## config.mk

```make
export PLATFORM = sky130hd
export DESIGN_NAME = fixed_point_accumulate
export DESIGN_NICKNAME = d
export VERILOG_FILES = /design/src/rtl/fixed_point_accumulate.sv
export SDC_FILE = /design/constraint.sdc
export NUM_CORES = 1
export LEC_CHECK = 0
export ABC_AREA = 1
export CAP_MARGIN = 20
export CORE_MARGIN = 1
export CORE_UTILIZATION = 55
export CTS_CLUSTER_DIAMETER = 40
export DETAILED_ROUTE_END_ITERATION = 12
export MAX_ROUTING_LAYER = met4
export PLACE_DENSITY = 0.78
export SETUP_SLACK_MARGIN = 0.3
export SYNTH_ARGS = -nofsm -noshare
export SYNTH_HDL_FRONTEND = slang
export SYNTH_SLANG_ARGS = --single-unit
```

## constraint.sdc

```tcl
create_clock -name clk -period 5 [get_ports clk]
set_input_delay 1 -clock clk [delete_from_list [all_inputs] [get_ports clk]]
set_output_delay 1 -clock clk [all_outputs]
set_load 0.01 [all_outputs]
```

## src/rtl/fixed_point_accumulate.sv

```systemverilog
// Sums a group of sign-magnitude products plus a bias into one saturated sign-magnitude result.
// Optional macro FXP_ACC_RELU_EN clamps negative results to zero at the output.
module fixed_point_accumulate #(
   parameter int BITSIZE   = 16,
   parameter int FRAC_BITS = 8,
   parameter int MAX_TERMS = 64,
   localparam int CNT_W    = $clog2(MAX_TERMS + 1)
) (
   input  logic               clk,
   input  logic               rst_n,
   input  logic               in_valid,
   output logic               in_ready,
   input  logic [BITSIZE-1:0] in_data,
   input  logic               in_last,
   input  logic [BITSIZE-1:0] bias,
   output logic               out_valid,
   input  logic               out_ready,
   output logic [BITSIZE-1:0] out_data,
   output logic               out_sat,
   output logic [CNT_W-1:0]   out_count
);
   localparam int ACC_W = BITSIZE + $clog2(MAX_TERMS) + 1;
   localparam int MAG_W = BITSIZE - 1;

   // The binary point is only a labelling convention; it just has to fit in the word.
   if (FRAC_BITS >= BITSIZE) begin : g_bad_frac
      $error("FRAC_BITS must be smaller than BITSIZE");
   end

   typedef enum logic {S_ACC, S_OUT} state_t;

   state_t                    state_q, state_d;
   logic signed [ACC_W-1:0]   acc_q, acc_d;
   logic [CNT_W-1:0]          cnt_q, cnt_d;
   logic                      first_q, first_d;
   logic                      out_valid_q, out_valid_d;
   logic [BITSIZE-1:0]        out_data_q, out_data_d;
   logic                      out_sat_q, out_sat_d;
   logic [CNT_W-1:0]          out_count_q, out_count_d;

   logic signed [ACC_W-1:0]   sum;
   logic [CNT_W-1:0]          cnt_nxt;
   logic                      neg, sat;
   logic [ACC_W-1:0]          mag;
   logic [MAG_W-1:0]          mag_clip;

   function automatic logic signed [ACC_W-1:0] sm2tc(input logic [BITSIZE-1:0] v);
      logic signed [ACC_W-1:0] m;
      m = $signed({{(ACC_W-MAG_W){1'b0}}, v[MAG_W-1:0]});
      return v[BITSIZE-1] ? -m : m;
   endfunction

   assign in_ready  = (state_q == S_ACC);
   assign out_valid = out_valid_q;
   assign out_data  = out_data_q;
   assign out_sat   = out_sat_q;
   assign out_count = out_count_q;

   always_comb begin
      sum      = (first_q ? sm2tc(bias) : acc_q) + sm2tc(in_data);
      cnt_nxt  = first_q ? CNT_W'(1) : cnt_q + CNT_W'(1);
      neg      = sum[ACC_W-1];
      mag      = neg ? $unsigned(-sum) : $unsigned(sum);
      sat      = (mag > {{(ACC_W-MAG_W){1'b0}}, {MAG_W{1'b1}}});
      mag_clip = sat ? {MAG_W{1'b1}} : mag[MAG_W-1:0];

      state_d     = state_q;
      acc_d       = acc_q;
      cnt_d       = cnt_q;
      first_d     = first_q;
      out_valid_d = out_valid_q;
      out_data_d  = out_data_q;
      out_sat_d   = out_sat_q;
      out_count_d = out_count_q;

      case (state_q)
         S_ACC: begin
            if (in_valid) begin
               acc_d   = sum;
               cnt_d   = cnt_nxt;
               first_d = 1'b0;
               // A full group closes on its own even without in_last.
               if (in_last || cnt_nxt == CNT_W'(MAX_TERMS)) begin
                  state_d     = S_OUT;
                  out_valid_d = 1'b1;
                  out_count_d = cnt_nxt;
`ifdef FXP_ACC_RELU_EN
                  out_data_d  = neg ? '0 : {1'b0, mag_clip};
                  out_sat_d   = neg ? 1'b0 : sat;
`else
                  out_data_d  = {neg, mag_clip};
                  out_sat_d   = sat;
`endif
               end
            end
         end
         S_OUT: begin
            if (out_ready) begin
               state_d     = S_ACC;
               first_d     = 1'b1;
               out_valid_d = 1'b0;
            end
         end
         default: state_d = S_ACC;
      endcase
   end

   always_ff @(posedge clk) begin
      if (!rst_n) begin
         state_q     <= S_ACC;
         acc_q       <= '0;
         cnt_q       <= '0;
         first_q     <= 1'b1;
         out_valid_q <= 1'b0;
         out_data_q  <= '0;
         out_sat_q   <= 1'b0;
         out_count_q <= '0;
      end else begin
         state_q     <= state_d;
         acc_q       <= acc_d;
         cnt_q       <= cnt_d;
         first_q     <= first_d;
         out_valid_q <= out_valid_d;
         out_data_q  <= out_data_d;
         out_sat_q   <= out_sat_d;
         out_count_q <= out_count_d;
      end
   end
endmodule

```

# After elaboration in Yosys (flattened, before gate mapping)
# Index checks and enable logic that the tools add are counted.
[totals]
ff_bits = 57
latchBits = 0
ramBits = 0
mem_bits_ro = 0
inputBits = 37
output_inout_bits = 26
elab_cells = 41
memories = 0
[classes]
n_addsub = 5
multipliers = 0
div = 0
magnitude_cmp = 1
n_eq_ne = 4
n_shift = 0
muxes = 17
n_bitwise = 1
n_reduce_logical = 5
[op_table]
columns = ["operator", "count"]
rows = [
  ["two-way mux 23 bit", 4],
  ["negation 15 -> 23 bit", 2],
  ["adder 23 bit", 1],
  ["> comparator 23 x 15 -> 1 bit, second input constant", 1],
  ["negation 23 bit", 1],
  ["two-way mux 15 bit", 1],
  ["two-way mux 1 bit", 8],
  ["adder 7 x 1 -> 7 bit, second input constant", 1],
  ["== test 7 bit, second input constant", 1],
  ["two-way mux 7 bit", 1],
  ["case mux 1 bit (2 select lines)", 3],
  ["AND reduction 3 bit", 2],
  ["inequality test 2 bit, second input constant", 2],
  ["AND reduction 2 bit", 2],
  ["inequality test 2 x 1 -> 1 bit, second input constant", 1],
  ["logical OR 1 bit", 1],
  ["inverter 1 bit", 1],
]

# Logic depth before layout (Yosys ltp)
[depth]
ltp_word = 8
ltp_mapped = 35
mapped_depth_nobuf = 34

# Worst setup path after synthesis
# Ideal clock, no wire load.
[synth_path]
path_kind = "in2reg"
startpoint = "in in_data[0]"
endpoint = "reg out_data_q[1], in the netlist out_data[1]"
arrival_time_ns = 4.391
required_time_ns = 4.891
path_slack_ns = 0.501
stages = 26
n_path_buf = 3
cell_sequence = "nor3_1 nand2_1 nor3_1 nand2_1 o41ai_1 nand2_1 ha_1 nand2_1 inv_1 nand2_1 nand2_1 a21oi_1 nand2_1 nor2_1 nand3_1 nand2_2 buf_6 buf_6 nand2_1 nand2_1 nand3_2 a21oi_4 buf_6 nand3_2 nand2_1 inv_1"
[synth_between]
elab_chain_len = 7
[synth_lines]
columns = ["item", "line_no", "source"]
rows = [
  ["from (decl)", "13", "input logic [BITSIZE-1:0] in_data,"],
  ["negation 15 -> 23 bit", "50", "return v[BITSIZE-1] ? -m : m;"],
  ["two-way mux 23 bit (*)", "50", ""],
  ["adder 23 bit (*)", "60", "sum = (first_q ? sm2tc(bias) : acc_q) + sm2tc(in_data);"],
  ["negation 23 bit", "63", "mag = neg ? $unsigned(-sum) : $unsigned(sum);"],
  ["two-way mux 23 bit (*)", "63", ""],
  ["> comparator 23 x 15 -> 1 bit", "64", "sat = (mag > {{(ACC_W-MAG_W){1'b0}}, {MAG_W{1'b1}}});"],
  ["two-way mux 15 bit (*)", "65", "mag_clip = sat ? {MAG_W{1'b1}} : mag[MAG_W-1:0];"],
  ["to (signal assigned)", "124", "out_data_q <= out_data_d;"],
  ["to (decl)", "37", "logic [BITSIZE-1:0] out_data_q, out_data_d;"],
]
# Mark *: on every way between the ends. The rest lies on a longest branch, timed or not.
# A chain may end at the register's enable or synchronous reset.

# Worst setup path after layout
[layout_path]
startpoint = "in bias[15]"
endpoint = "reg out_data_q[4], in the netlist out_data[4]"
[layout_between]
elab_chain_len = 7
[layout_lines]
columns = ["item", "line_no", "source"]
rows = [
  ["from (decl)", "15", "input logic [BITSIZE-1:0] bias,"],
  ["two-way mux 23 bit (*)", "50", ""],
  ["two-way mux 23 bit (*)", "60", ""],
  ["adder 23 bit (*)", "60", ""],
  ["negation 23 bit", "63", ""],
  ["two-way mux 23 bit (*)", "63", ""],
  ["> comparator 23 x 15 -> 1 bit", "64", ""],
  ["two-way mux 15 bit (*)", "65", ""],
]
# Marked as above.

==> qor.txt <==
Cells after Synth: 964
Syn Nets: 1028
Seq. cell area: 1140 um^2
CTS clk-pin slew, worst paths: 70 ps
Startpoint types: primary input
Met3 Usage GRT: 5.01%
Via/cell ratio: 5.33
Clock latency on the worst-skew pair: 350 ps
Largest cells by area after synthesis: dfxtp_1 (20%), nand2_1 (18%), inv_1 (10%)
Tot GR Track Use: 33.1%
Post-synth top flop: dfxtp_1
Critical Path AT: 4850 ps
Ratio of cells with drive above 1 in the final layout: 25.2%
P per Cell Area: 311 nW/um^2
Total grt overflow: 0
Largest area contributor in the netlist: dfxtp_1
Root buffer cell: clkbuf_8
Seq cells post-synth: 57
Final setup margin: 406 ps
Slew Viols, Final: 0
Final hold viol count: 0
Drt initial violations: 445
M2 GR Usage: 58.1%
Post-synth top area share: 19.9%
# H-tree levels: 3
Total CTS buffers: 9
Detailed placement HPWL: 13100 um
NumNets Final: 1177
CTS tree: built
Warning count from the yosys run: 0
Clock buffer depth: 2
Most common cell after layout, fill and taps aside: nand2_1
Routing usage on met1: 37.8%
Vias in the first global route: 6354
Utilization after layout: 78.8%
Routed WL per cell: 14.2 um
Status: completed
Avg Cell Area, Syn: 5.93 um^2
Worst path required time: 5260 ps
Standard-cell row count: 36
Post-route minimum period: 4590 ps
Dpl ws: -245 ps
Max_cap viols: 0
Global-route wire length before repair: 28300 um
ANT cells: 0
Most frequent cells in the layout: nand2_1 (247), inv_1 (154), buf_4 (95)
Largest net degree at the start of global routing: 32
Final Cycle Share: 91.9%
Initial antenna violation count: 0
Die W: 104 um
Slew headroom: 46.4%
Routability Congestion: 0.923
Post-synth EDFFs: 0
Hold Buf Count CTS: 0
Synth unique cells: 39
CP max FO: 8
Register area share after synthesis: 19.9%
Area of the multi-input gates: 4220 um^2
ANT nets after route: 0
VDD IR max: 213 uV
Slew of the pin with the lowest slew margin: 801 ps
GR peak layer: met2
Worst Setup End Kind: flip-flop
RSZ-0062 raised after global routing: no
Clk_skew: 9.43 ps
Worst Hold Class: flip-flop to flip-flop
P_leak: 4.05 nW
Vias: 6672
Filler instances: 734
Die Area: 10800 um^2
Wirelength, routed: 17800 um
Ys async rst share: 0%
Initial Utilization: 57.7%
Setup CP Type: primary input to flip-flop
Fmax: 0.218 GHz
Remaining DRCs: 0
# IOs: 63
Die Span Y: 104 um
Post-Syn Area: 5720 um^2
Area Overhead vs Synth: 36.5%
1st-pass router iterations: 9
Final setup TNS: 0 ps
Core footprint: 9910 um^2
Port bufs: 62
# clock sinks: 57
Final setup vio count: 0
synth_stat cells, drive strengths merged, types with 7 or more instances:
cell type    n
clkbuf      20
nand4        7
ha          26
inv        163
o211ai      15
nor2        86
a31oi        8
a21oi       51
xnor2        7
nand2      305
nor3        13
xor2        31
nand3       90
o21ai       59
dfxtp       57
worst paths after layout:
| kind | from | cells past startpoint | to | slack (ps) |
|---|---|---|---|---|
| hold reg to reg | out_count[1] | 2 | out_count[1] | 460 |
| setup reg to reg | first_q | 24 | out_data[4] | 840 |
| hold / removal | out_count[1] | 2 | out_count[1] | 460 |
| setup / recovery | bias[15] | 25 | out_data[4] | 410 |
where the power goes:
group,switching (mW),internal (mW),total (mW)
sequential,0.0225,0.497,0.519
combinational,0.879,0.596,1.48
clock,0.194,0.242,0.436
total,1.10,1.33,2.43
worst max-delay path: stages:
cell and delay, ps:
clkdlybuf4s50_1 600, clkinvlp_4 240, buf_4 190, nor2_2 130, xor2_1 160, o21ai_1 70, ha_1 380, nand2_2 100
nor2_2 200, nand3_1 120, nand3_1 170, nand2_1 70, nand2_1 160, nand2_1 130, nor2_4 150, nand3_1 130
nand3_1 130, nand2_2 70, inv_2 50, nand2_2 60, nor2_4 160, clkbuf_16 200, nand3_2 70, nand2_1 70
inv_1 40
metrics by stage:
stage	cells	instance area, um^2	hold WS (ps)	power [mW]
after floorplan	964	5720	458	1.37
after global placement	1207	6950	452	1.78
after detailed placement	1207	6950	453	1.79
after CTS	1232	7320	464	2.26
after global routing	1251	7810	481	2.60
final	1251	7810	459	2.43
kinds of logic (layout without fill, tap and decap cells):
logic type | after synthesis | in the layout | share of synthesized area (%)
compound gates | 142 | 142 | 13.9
xor+xnor | 38 | 38 | 5.82
fa+ha+maj | 27 | 27 | 6.04
buf+inv | 192 | 346 | 13.3
flops | 57 | 57 | 19.9
simple gates | 508 | 508 | 41.0
state kept, by name (all words and copies together) (netlist names):
name	cells
out_data	16
cnt_q	7
state_q	1
out_count	7
out_valid	1
acc_q	23
first_q	1
out_sat	1
cell type report:
type	instances	share of cell area, %
Clock buffer	11	1.81
Multi-Input combinational cell	715	54.1
Clock inverter	5	0.705
Sequential cell	57	14.6
Inverter	168	8.12
Timing Repair Buffer	162	18.6
Tap cell	133	2.13
routing by layer:
layer	part of all wire, %	routed length (um)
met1	40	7150
met2	50	8900
met3	5.2	915
met4	4.4	785
met5	0	0
timing repair:
action,CTS,global route
gates resized for setup,31,96
buffers inserted,8,18
setup endpoints to repair,16,16
cloned,1,1
pin swaps,14,57
(Power assumes the default switching activity.)
